File: src/rtl/jam_cost_loader_pkg.sv
// jam_cost_loader_pkg: cost-table constants and loader state type shared with the search stage
package jam_cost_loader_pkg;
   localparam int N_W         = 8;
   localparam int N_J         = 8;
   localparam int COST_W      = 7;
   localparam int LB_W        = 10;
   localparam int TABLE_BEATS = N_W * N_J;
   typedef enum logic {LOAD, FULL} state_t;
endpackage

File: src/rtl/jam_cost_loader_row_min_acc.sv
// row_min_acc: per-worker running minimum and sum of completed row minima (LowerBound)
module row_min_acc #(
   parameter int N_W    = jam_cost_loader_pkg::N_W,
   parameter int COST_W = jam_cost_loader_pkg::COST_W,
   parameter int LB_W   = jam_cost_loader_pkg::LB_W
) (
   input  logic                   CLK,
   input  logic                   RST_N,
   input  logic                   clear,
   input  logic                   wr,
   input  logic [$clog2(N_W)-1:0] row,
   input  logic                   last,
   input  logic [COST_W-1:0]      cost,
   output logic [LB_W-1:0]        lower_bound
);
   logic [COST_W-1:0] rowmin [N_W];
   logic [COST_W-1:0] cur_min;
   // includes the beat being written, so the row's final minimum is ready on its last beat
   assign cur_min = (cost < rowmin[row]) ? cost : rowmin[row];
   always_ff @(posedge CLK or negedge RST_N) begin
      if (!RST_N) begin
         for (int i = 0; i < N_W; i++) rowmin[i] <= '1;
         lower_bound <= '0;
      end else if (clear) begin
         for (int i = 0; i < N_W; i++) rowmin[i] <= '1;
         lower_bound <= '0;
      end else if (wr) begin
         rowmin[row] <= cur_min;
         if (last) lower_bound <= lower_bound + LB_W'(cur_min);
      end
   end
endmodule

File: src/rtl/jam_cost_loader.sv
// jam_cost_loader: streams the worker/job cost matrix into a register file and serves W/J lookups
module jam_cost_loader import jam_cost_loader_pkg::*; #(
   parameter int N_W    = jam_cost_loader_pkg::N_W,
   parameter int N_J    = jam_cost_loader_pkg::N_J,
   parameter int COST_W = jam_cost_loader_pkg::COST_W,
   parameter int LB_W   = jam_cost_loader_pkg::LB_W
) (
   input  logic                   CLK,
   input  logic                   RST_N,
   input  logic                   in_valid,
   output logic                   in_ready,
   input  logic [COST_W-1:0]      in_cost,
   input  logic                   clear,
   input  logic [$clog2(N_W)-1:0] W,
   input  logic [$clog2(N_J)-1:0] J,
   output logic [COST_W-1:0]      Cost,
   output logic                   Loaded,
   output logic [LB_W-1:0]        LowerBound
);
   localparam int WW    = $clog2(N_W);
   localparam int JW    = $clog2(N_J);
   localparam int CW    = WW + JW;
   localparam int BEATS = N_W * N_J;
   state_t            state;
   logic [CW-1:0]     cnt;
   logic [COST_W-1:0] mem [N_W][N_J];
   logic              accept;
   // clear outranks a same-cycle handshake so the dropped beat never reaches memory
   assign accept = in_valid & (state == LOAD) & ~clear;
   assign Cost   = mem[W][J];
   always_ff @(posedge CLK or negedge RST_N) begin
      if (!RST_N) begin
         state    <= LOAD;
         cnt      <= '0;
         in_ready <= 1'b1;
         Loaded   <= 1'b0;
         for (int r = 0; r < N_W; r++)
            for (int c = 0; c < N_J; c++) mem[r][c] <= '0;
      end else if (clear) begin
         state    <= LOAD;
         cnt      <= '0;
         in_ready <= 1'b1;
         Loaded   <= 1'b0;
      end else if (accept) begin
         mem[cnt[CW-1:JW]][cnt[JW-1:0]] <= in_cost;
         cnt <= cnt + 1'b1;
         if (cnt == CW'(BEATS - 1)) begin
            state    <= FULL;
            in_ready <= 1'b0;
            Loaded   <= 1'b1;
         end
      end
   end
   row_min_acc #(.N_W(N_W), .COST_W(COST_W), .LB_W(LB_W)) u_row_min_acc (
      .CLK         (CLK),
      .RST_N       (RST_N),
      .clear       (clear),
      .wr          (accept),
      .row         (cnt[CW-1:JW]),
      .last        (&cnt[JW-1:0]),
      .cost        (in_cost),
      .lower_bound (LowerBound)
   );
endmodule

File: config.mk
export PLATFORM = sky130hd
export DESIGN_NAME = jam_cost_loader
export DESIGN_NICKNAME = d
export VERILOG_FILES = /design/src/rtl/jam_cost_loader_pkg.sv /design/src/rtl/jam_cost_loader_row_min_acc.sv /design/src/rtl/jam_cost_loader.sv
export SDC_FILE = /design/constraint.sdc
export NUM_CORES = 1
export LEC_CHECK = 0
export BUFFER_PORTS_ARGS = -buffer_cell sky130_fd_sc_hd__buf_2
export CORE_ASPECT_RATIO = 0.6
export CORE_MARGIN = 2
export CORE_UTILIZATION = 40
export CTS_CLUSTER_DIAMETER = 100
export DETAILED_ROUTE_END_ITERATION = 10
export PLACE_DENSITY = 0.56
export SYNTH_ARGS = -nofsm -noshare
export SYNTH_HDL_FRONTEND = slang
export SYNTH_SLANG_ARGS = --single-unit
File: constraint.sdc
create_clock -name CLK -period 5 [get_ports CLK]
set_input_delay 0.75 -clock CLK [delete_from_list [all_inputs] [get_ports CLK]]
set_output_delay 0.75 -clock CLK [all_outputs]
set_load 0.005 [all_outputs]
==> flow_summary.json, run 1 <==
{
  "synthMuxAreaShare": 0.305,
  "slew_viol_final": 0,
  "antennaDiodeCount": 0,
  "synth_edf_count": 0,
  "die_w_um": 322,
  "wl_per_cell_um": 24.6,
  "clkPwrFrac": 0.441,
  "gp_congestion": 0.861,
  "status": "complete, no violations",
  "busiest_layer": "met1",
  "fmax_mhz": 215,
  "worst_slew_pin_slew_ns": 1.23,
  "critical_path_class": "reg2reg",
  "core_um2": 59700,
  "nNetsFinal": 1807,
  "die_area_um2": 62800,
  "ant_nets": 0,
  "syn_avg_cell_area_um2": 13.7,
  "io-pin-count": 36,
  "met2_usage": 0.284,
  "fin_hold_ws_ns": 0.183,
  "synth_fa_ha_area_frac": 0.00855,
  "port_buffers": 35,
  "end_kind": "flop",
  "powerDensity_nw_per_um2": 329,
  "synth-seq-area-share": 0.541,
  "numCtsBuffers": 51,
  "fin_crit_ns": 4.64,
  "h-tree-depth": 2,
  "synth_ff_type": "dfrtp_1",
  "synth_compound_area_frac": 0.0705,
  "drc": 0,
  "regArea_um2": 13100,
  "std_cell_rows": 69,
  "vias": 15100,
  "peakVddDrop_mv": 0.249,
  "post-route-period-util": 0.929,
  "dpl_cell_area_um2": 25400,
  "grt_pass1_wl_um": 100000,
  "drive_gt1_frac": 0.420,
  "cts.clk_slew.worst_paths_ns": 0.07,
  "power_mw": 8.91,
  "critPathArrivalTime_ns": 5.13,
  "clock_tree.root_cell": "clkbuf_16",
  "cts.sinks": 522,
  "syn_inst": 1771,
  "grt_antenna_before_repair": 0,
  "pwr-share-seq": 0.489,
  "slew_headroom": 0.176,
  "r2r-start": "cnt[5]$_DFFE_PN0P_",
  "maxCapViolCount": 0,
  "r2r_slack_ns": 0.36,
  "initial_core_util": 0.407,
  "netlist.area_leader.share": 0.479,
  "synth-seq-cells": 522,
  "worstRegToRegCells": 20,
  "p_sw_mw": 2.13,
  "global_route.usage.met1": 0.342,
  "synth_xor_xnor_area_share": 0.00324,
  "place_inst": 2537,
  "async_reset_ff_frac": 1.00,
  "hpwlAfterDp_um": 42100,
  "cp_max_fo": 16,
  "fin_util": 0.454,
  "skew_ns": 0.0157,
  "rsz0062_at_grt": "no",
  "dpl_worst_slack_ns": 0.279,
  "use_met3": 0.0445,
  "first_iter_violations": 1272,
  "synth_cell_types": 62,
  "intPower_mw": 6.78,
  "yosysTopAreaCell": "dfrtp_1",
  "start_kind": "flop",
  "drtPass1Iterations": 5,
  "cts_buffer_depth": 3,
  "cp_data_required_time_ns": 5.49,
  "multi_input_area_um2": 10600,
  "syn_nets": 1804,
  "grt.total_usage": 0.211,
  "reg2reg_to": "u_row_min_acc.lower_bound[6]$_DFFE_PN0P_",
  "fill_cells": 5320,
  "clock_latency_ns": 0.60,
  "swShare": 0.239,
  "power.leakage_nw": 12.5,
  "synth_top_family_by_area": "multiplexers",
  "setup-tns-final_ns": 0,
  "fin_ws_ns": 0.357,
  "hold_class": "in2async",
  "wl_um": 64700,
  "ys_warn_count": 0,
  "final_area_um2": 27100,
  "drt-vias-per-instance": 5.74,
  "cts_tree": "done",
  "grt_pass1_vias": 15300,
  "grt-ovfl-total": 0,
  "fp.dieH_um": 195,
  "synth-simple-area-share": 0.0492,
  "area_growth_pct": 11.5,
  "ys_top_cells_by_area": "dfrtp_1 (48%), mux2_2 (19%), mux4_2 (11%), dfstp_2 (6.2%), o21ai_0 (2.3%)",
  "netlist_area_um2": 24300,
  "cts_setup_buffers": 0,
  "power_frac_comb": 0.070,
  "stdcell_count": 2629,
  "setup_viol": 0,
  "hold_viol": 0,
  "grt_max_degree": 131
}
[worst max path at each step]
stage,start,endpoint,slack [ns]
2_1_floorplan,cnt[3]$_DFFE_PN0P_,u_row_min_acc.lower_bound[6]$_DFFE_PN0P_,0.59
3_3_place_gp,cnt[4]$_DFFE_PN0P_,u_row_min_acc.lower_bound[6]$_DFFE_PN0P_,0.37
3_5_place_dp,cnt[4]$_DFFE_PN0P_,u_row_min_acc.lower_bound[6]$_DFFE_PN0P_,0.28
4_1_cts,cnt[4]$_DFFE_PN0P_,u_row_min_acc.lower_bound[6]$_DFFE_PN0P_,0.25
5_1_grt,cnt[4]$_DFFE_PN0P_,u_row_min_acc.lower_bound[7]$_DFFE_PN0P_,0.003
6_report,cnt[5]$_DFFE_PN0P_,u_row_min_acc.lower_bound[6]$_DFFE_PN0P_,0.36
[synth_stat cells, drive strengths merged (7+ instances only)]
master and number:
dfrtp 465, mux2 408, o21ai 129, nand2 128, mux4 119, clkbuf 95, a21oi 80, dfstp 57
nor2 56, buf 28, inv 19, a22o 17, nor3 16, ha 15, nand2b 14, nor2b 13
a22oi 11, mux2i 7, o22ai 7, xnor2 7
[repair_timing]
action / in CTS / in global routing
hold buffers: 0 / 0
gates resized for setup: 0 / 1
setup endpoints to repair: 0 / 4
[power groups by stage]
| stage | clock network (mW) | registers (mW) | logic, mW |
|---|---|---|---|
| after global placement | 0 | 4.43 | 0.615 |
| after floorplan | 0 | 4.42 | 0.370 |
| final | 3.93 | 4.36 | 0.620 |
| after CTS | 4.05 | 4.36 | 0.628 |
| after global routing | 4.23 | 4.36 | 0.683 |
| after detailed placement | 0 | 4.43 | 0.627 |
[cell families (layout without fill, tap and decap cells)]
group	count (synthesis)	in the layout
multiplexers	534	534
flip-flops	522	522
AO/OA/AOI/OAI	285	285
AND/OR/NAND/NOR	262	262
buffers and inverters	143	185
adder cells (fa/ha/maj)	16	16
XOR/XNOR	9	9
[metal layers]
| metal | wire (um) | up-vias |
|---|---|---|
| met5 | 0 | - |
| met4 | 1120 | 0 |
| met3 | 4350 | 77 |
| met2 | 26600 | 412 |
| met1 | 32700 | 8051 |
| li1 | - | 6543 |
[cell usage in the layout (no fill, tap or decap), types with 12 or more instances in the layout]
| master | count |
|---|---|
| mux4_2 | 118 |
| nand2b_1 | 14 |
| dfrtp_1 | 465 |
| buf_4 | 33 |
| nor2_1 | 56 |
| a21oi_1 | 79 |
| clkbuf_8 | 15 |
| nand2_1 | 128 |
| o21ai_0 | 111 |
| a22o_1 | 17 |
| dfstp_2 | 57 |
| inv_1 | 19 |
| nor2b_1 | 12 |
| mux2_2 | 405 |
| ha_1 | 15 |
| buf_2 | 32 |
| clkbuf_16 | 53 |
[flip-flops by register name, indices dropped and copies added, names as in the netlist]
| name | count |
|---|---|
| cnt | 6 |
| in_ready | 1 |
| mem | 448 |
| state | 1 |
| u_row_min_acc.lower_bound | 10 |
| u_row_min_acc.rowmin | 56 |
[worst max-delay path, stage by stage, from the launching register on]
cell and delay, ns:
dfrtp_1 0.44, buf_4 0.23, nor2b_1 0.19, a221oi_1 0.33, a21oi_1 0.07, a221o_1 0.31
inv_1 0.07, ha_1 0.23, a21oi_1 0.16, o21ai_1 0.18, a21oi_4 0.24, buf_4 0.22
mux2i_4 0.40, inv_1 0.10, ha_1 0.33, a21o_1 0.19, a21oi_1 0.27, o21bai_1 0.10
a21oi_1 0.18, xnor2_1 0.08, a22o_1 0.19
[final cells by class]
type / count / share of cell area
flip-flops and latches: 522 / 0.485
multi-input cells: 1106 / 0.391
clock buffers: 77 / 0.0575
well taps: 816 / 0.0377
repair buffers: 73 / 0.0206
clock inverters: 15 / 0.00527
inverters: 20 / 0.00277
Note: power is estimated with default switching activity, not from simulation.
==> inputs of run 2 (changes only) <==
--- a/config.mk
+++ b/config.mk
@@ -11,7 +11,7 @@
 export CORE_UTILIZATION = 40
 export CTS_CLUSTER_DIAMETER = 100
 export DETAILED_ROUTE_END_ITERATION = 10
-export PLACE_DENSITY = 0.56
+export PLACE_DENSITY = 0.58
 export SYNTH_ARGS = -nofsm -noshare
 export SYNTH_HDL_FRONTEND = slang
 export SYNTH_SLANG_ARGS = --single-unit
==> constraint.sdc (replaced) <==
create_clock -name CLK -period 3.8 [get_ports CLK]
set_input_delay 0.57 -clock CLK [delete_from_list [all_inputs] [get_ports CLK]]
set_output_delay 0.57 -clock CLK [all_outputs]
set_load 0.005 [all_outputs]
==> flow_summary.json, run 2 (same netlist as run 1, synthesis figures left out) <==
{
  "pwr-share-seq": 0.475,
  "reg_top3": "mem: 448 flops, u_row_min_acc.rowmin: 56 flops, u_row_min_acc.lower_bound: 10 flops",
  "cts.clk_slew.worst_paths_ns": 0.06,
  "peakVddDrop_mv": 0.343,
  "start_kind": "flop",
  "ant_nets": 0,
  "dpl_cell_area_um2": 26100,
  "grt_pass1_vias": 15800,
  "drc": 0,
  "critPathArrivalTime_ns": 4.41,
  "power_frac_comb": 0.078,
  "cts_tree": "done",
  "fin_util": 0.472,
  "slew_headroom": 0.382,
  "drt-vias-per-instance": 5.67,
  "std_cell_rows": 69,
  "antennaDiodeCount": 0,
  "first_iter_violations": 1266,
  "cp_max_fo": 6,
  "die_w_um": 322,
  "cts_buffer_depth": 3,
  "initial_core_util": 0.407,
  "fp.dieH_um": 195,
  "h-tree-depth": 2,
  "cts_hold_buf": 0,
  "post-route-period-util": 1.03,
  "grt_antenna_before_repair": 1,
  "numCtsBuffers": 51,
  "clock_tree.root_cell": "clkbuf_16",
  "grt_max_degree": 95,
  "maxCapViolCount": 0,
  "swShare": 0.239,
  "cts.sinks": 522,
  "setup_viol": 5,
  "vias": 15400,
  "most-common-layout-cells": "dfrtp_1 (462), mux2_2 (403), nand2_1 (127)",
  "drive_gt1_frac": 0.469,
  "grt-ovfl-total": 0,
  "largest_register_ffs": 448,
  "rsz0062_at_grt": "yes",
  "wl_per_cell_um": 24.5,
  "final_area_um2": 28100,
  "p_sw_mw": 2.88,
  "powerDensity_nw_per_um2": 428,
  "power.leakage_nw": 13.0,
  "core_um2": 59700,
  "clock_latency_ns": 0.61,
  "fin_ws_ns": -0.123,
  "die_area_um2": 62800,
  "drtPass1Iterations": 6,
  "slew_viol_final": 0,
  "intPower_mw": 9.17,
  "area_growth_pct": 15.9,
  "setup-tns-final_ns": -0.401,
  "end_kind": "flop",
  "fmax_mhz": 255,
  "mostFrequentLayoutCell": "dfrtp_1",
  "hpwlAfterDp_um": 44000,
  "gp_congestion": 0.916,
  "io-pin-count": 36,
  "port_buffers": 35,
  "hold_class": "in2async",
  "skew_ns": 0.0194,
  "hold_viol": 17,
  "wl_um": 66500,
  "critical_path_class": "reg2reg",
  "top_register": "mem",
  "cp_data_required_time_ns": 4.29,
  "dpl_worst_slack_ns": -0.157,
  "violations": "hold timing, setup timing",
  "fin_crit_ns": 3.92,
  "nNetsFinal": 1891,
  "grt.total_usage": 0.216,
  "grt_pass1_wl_um": 102000,
  "fin_hold_ws_ns": -0.0403,
  "clkPwrFrac": 0.447,
  "worst_slew_pin_slew_ns": 0.923,
  "status": "complete, but fails checks"
}
==> run 2: final cells by class <==
class	count	area [um^2]
multi-input cells	1106	10900
inverters	20	75.1
clock inverters	19	209
well taps	816	1020
fillers	5226	31500
clock buffers	75	1570
repair buffers	157	1270
flip-flops and latches	522	13100
==> run 2: path summary, 6_finish.rpt <==
check | from | endpoint | slack (ns) | cells after the start
max | cnt[5]$_DFFE_PN0P_ | u_row_min_acc.lower_bound[6]$_DFFE_PN0P_ | -0.12 | 18
max in group asynchronous | RST_N | mem[219]$_DFFE_PN0P_ | 2.75 | 2
min in group CLK | clear | cnt[0]$_DFFE_PN0P_ | 0.20 | 2
min reg2reg | mem[54]$_DFFE_PN0P_ | mem[54]$_DFFE_PN0P_ | 0.48 | 2
min | RST_N | mem[6]$_DFFE_PN0P_ | -0.04 | 1
max reg2reg | cnt[5]$_DFFE_PN0P_ | u_row_min_acc.lower_bound[6]$_DFFE_PN0P_ | -0.12 | 18
==> run 2: layer usage <==
metal	up-vias	part of all wire	GRT usage
li1	6719	-	-
met1	8159	0.50	0.344
met2	425	0.41	0.293
met3	91	0.071	0.0507
met4	2	0.020	0.0500
met5	-	0.00020	0
==> run 2: worst max-delay path, stage by stage (launching register included) <==
cell and delay (ns):
dfrtp_2 0.47, mux2_4 0.33, a221oi_4 0.25, a21oi_2 0.07, a221o_1 0.30, inv_2 0.08
ha_4 0.14, nand4_1 0.15, a21oi_2 0.22, nor2_1 0.07, o31a_1 0.29, ha_2 0.20
fa_2 0.34, a21o_1 0.18, a21oi_2 0.17, o21bai_1 0.09, a21oi_1 0.16, xnor2_1 0.09
a22o_1 0.18
==> run 2: what timing repair did <==
action / 4_1_cts / 5_1_grt
gates resized for setup: 14 / 25
pin swaps: 7 / 10
setup endpoints to repair: 6 / 7
setup buffers: 4 / 6
==> run 2: stage by stage <==
stage / std cells / hold slack (ns) / power, mW
floorplan: 1771 / 0.274 / 6.31
global placement: 2612 / 0.457 / 6.71
detailed placement: 2612 / 0.469 / 6.74
CTS: 2710 / 0.00312 / 12.2
global route: 2715 / 0.0253 / 12.5
finish: 2715 / -0.0403 / 12.1
==> run 2: power by group through the flow <==
stage,sequential [mW],combinational [mW],clock (mW)
5_1_grt,5.74,1.02,5.76
6_report,5.73,0.937,5.39
4_1_cts,5.73,0.922,5.51
2_1_floorplan,5.81,0.500,0
3_3_place_gp,5.82,0.889,0
3_5_place_dp,5.83,0.907,0
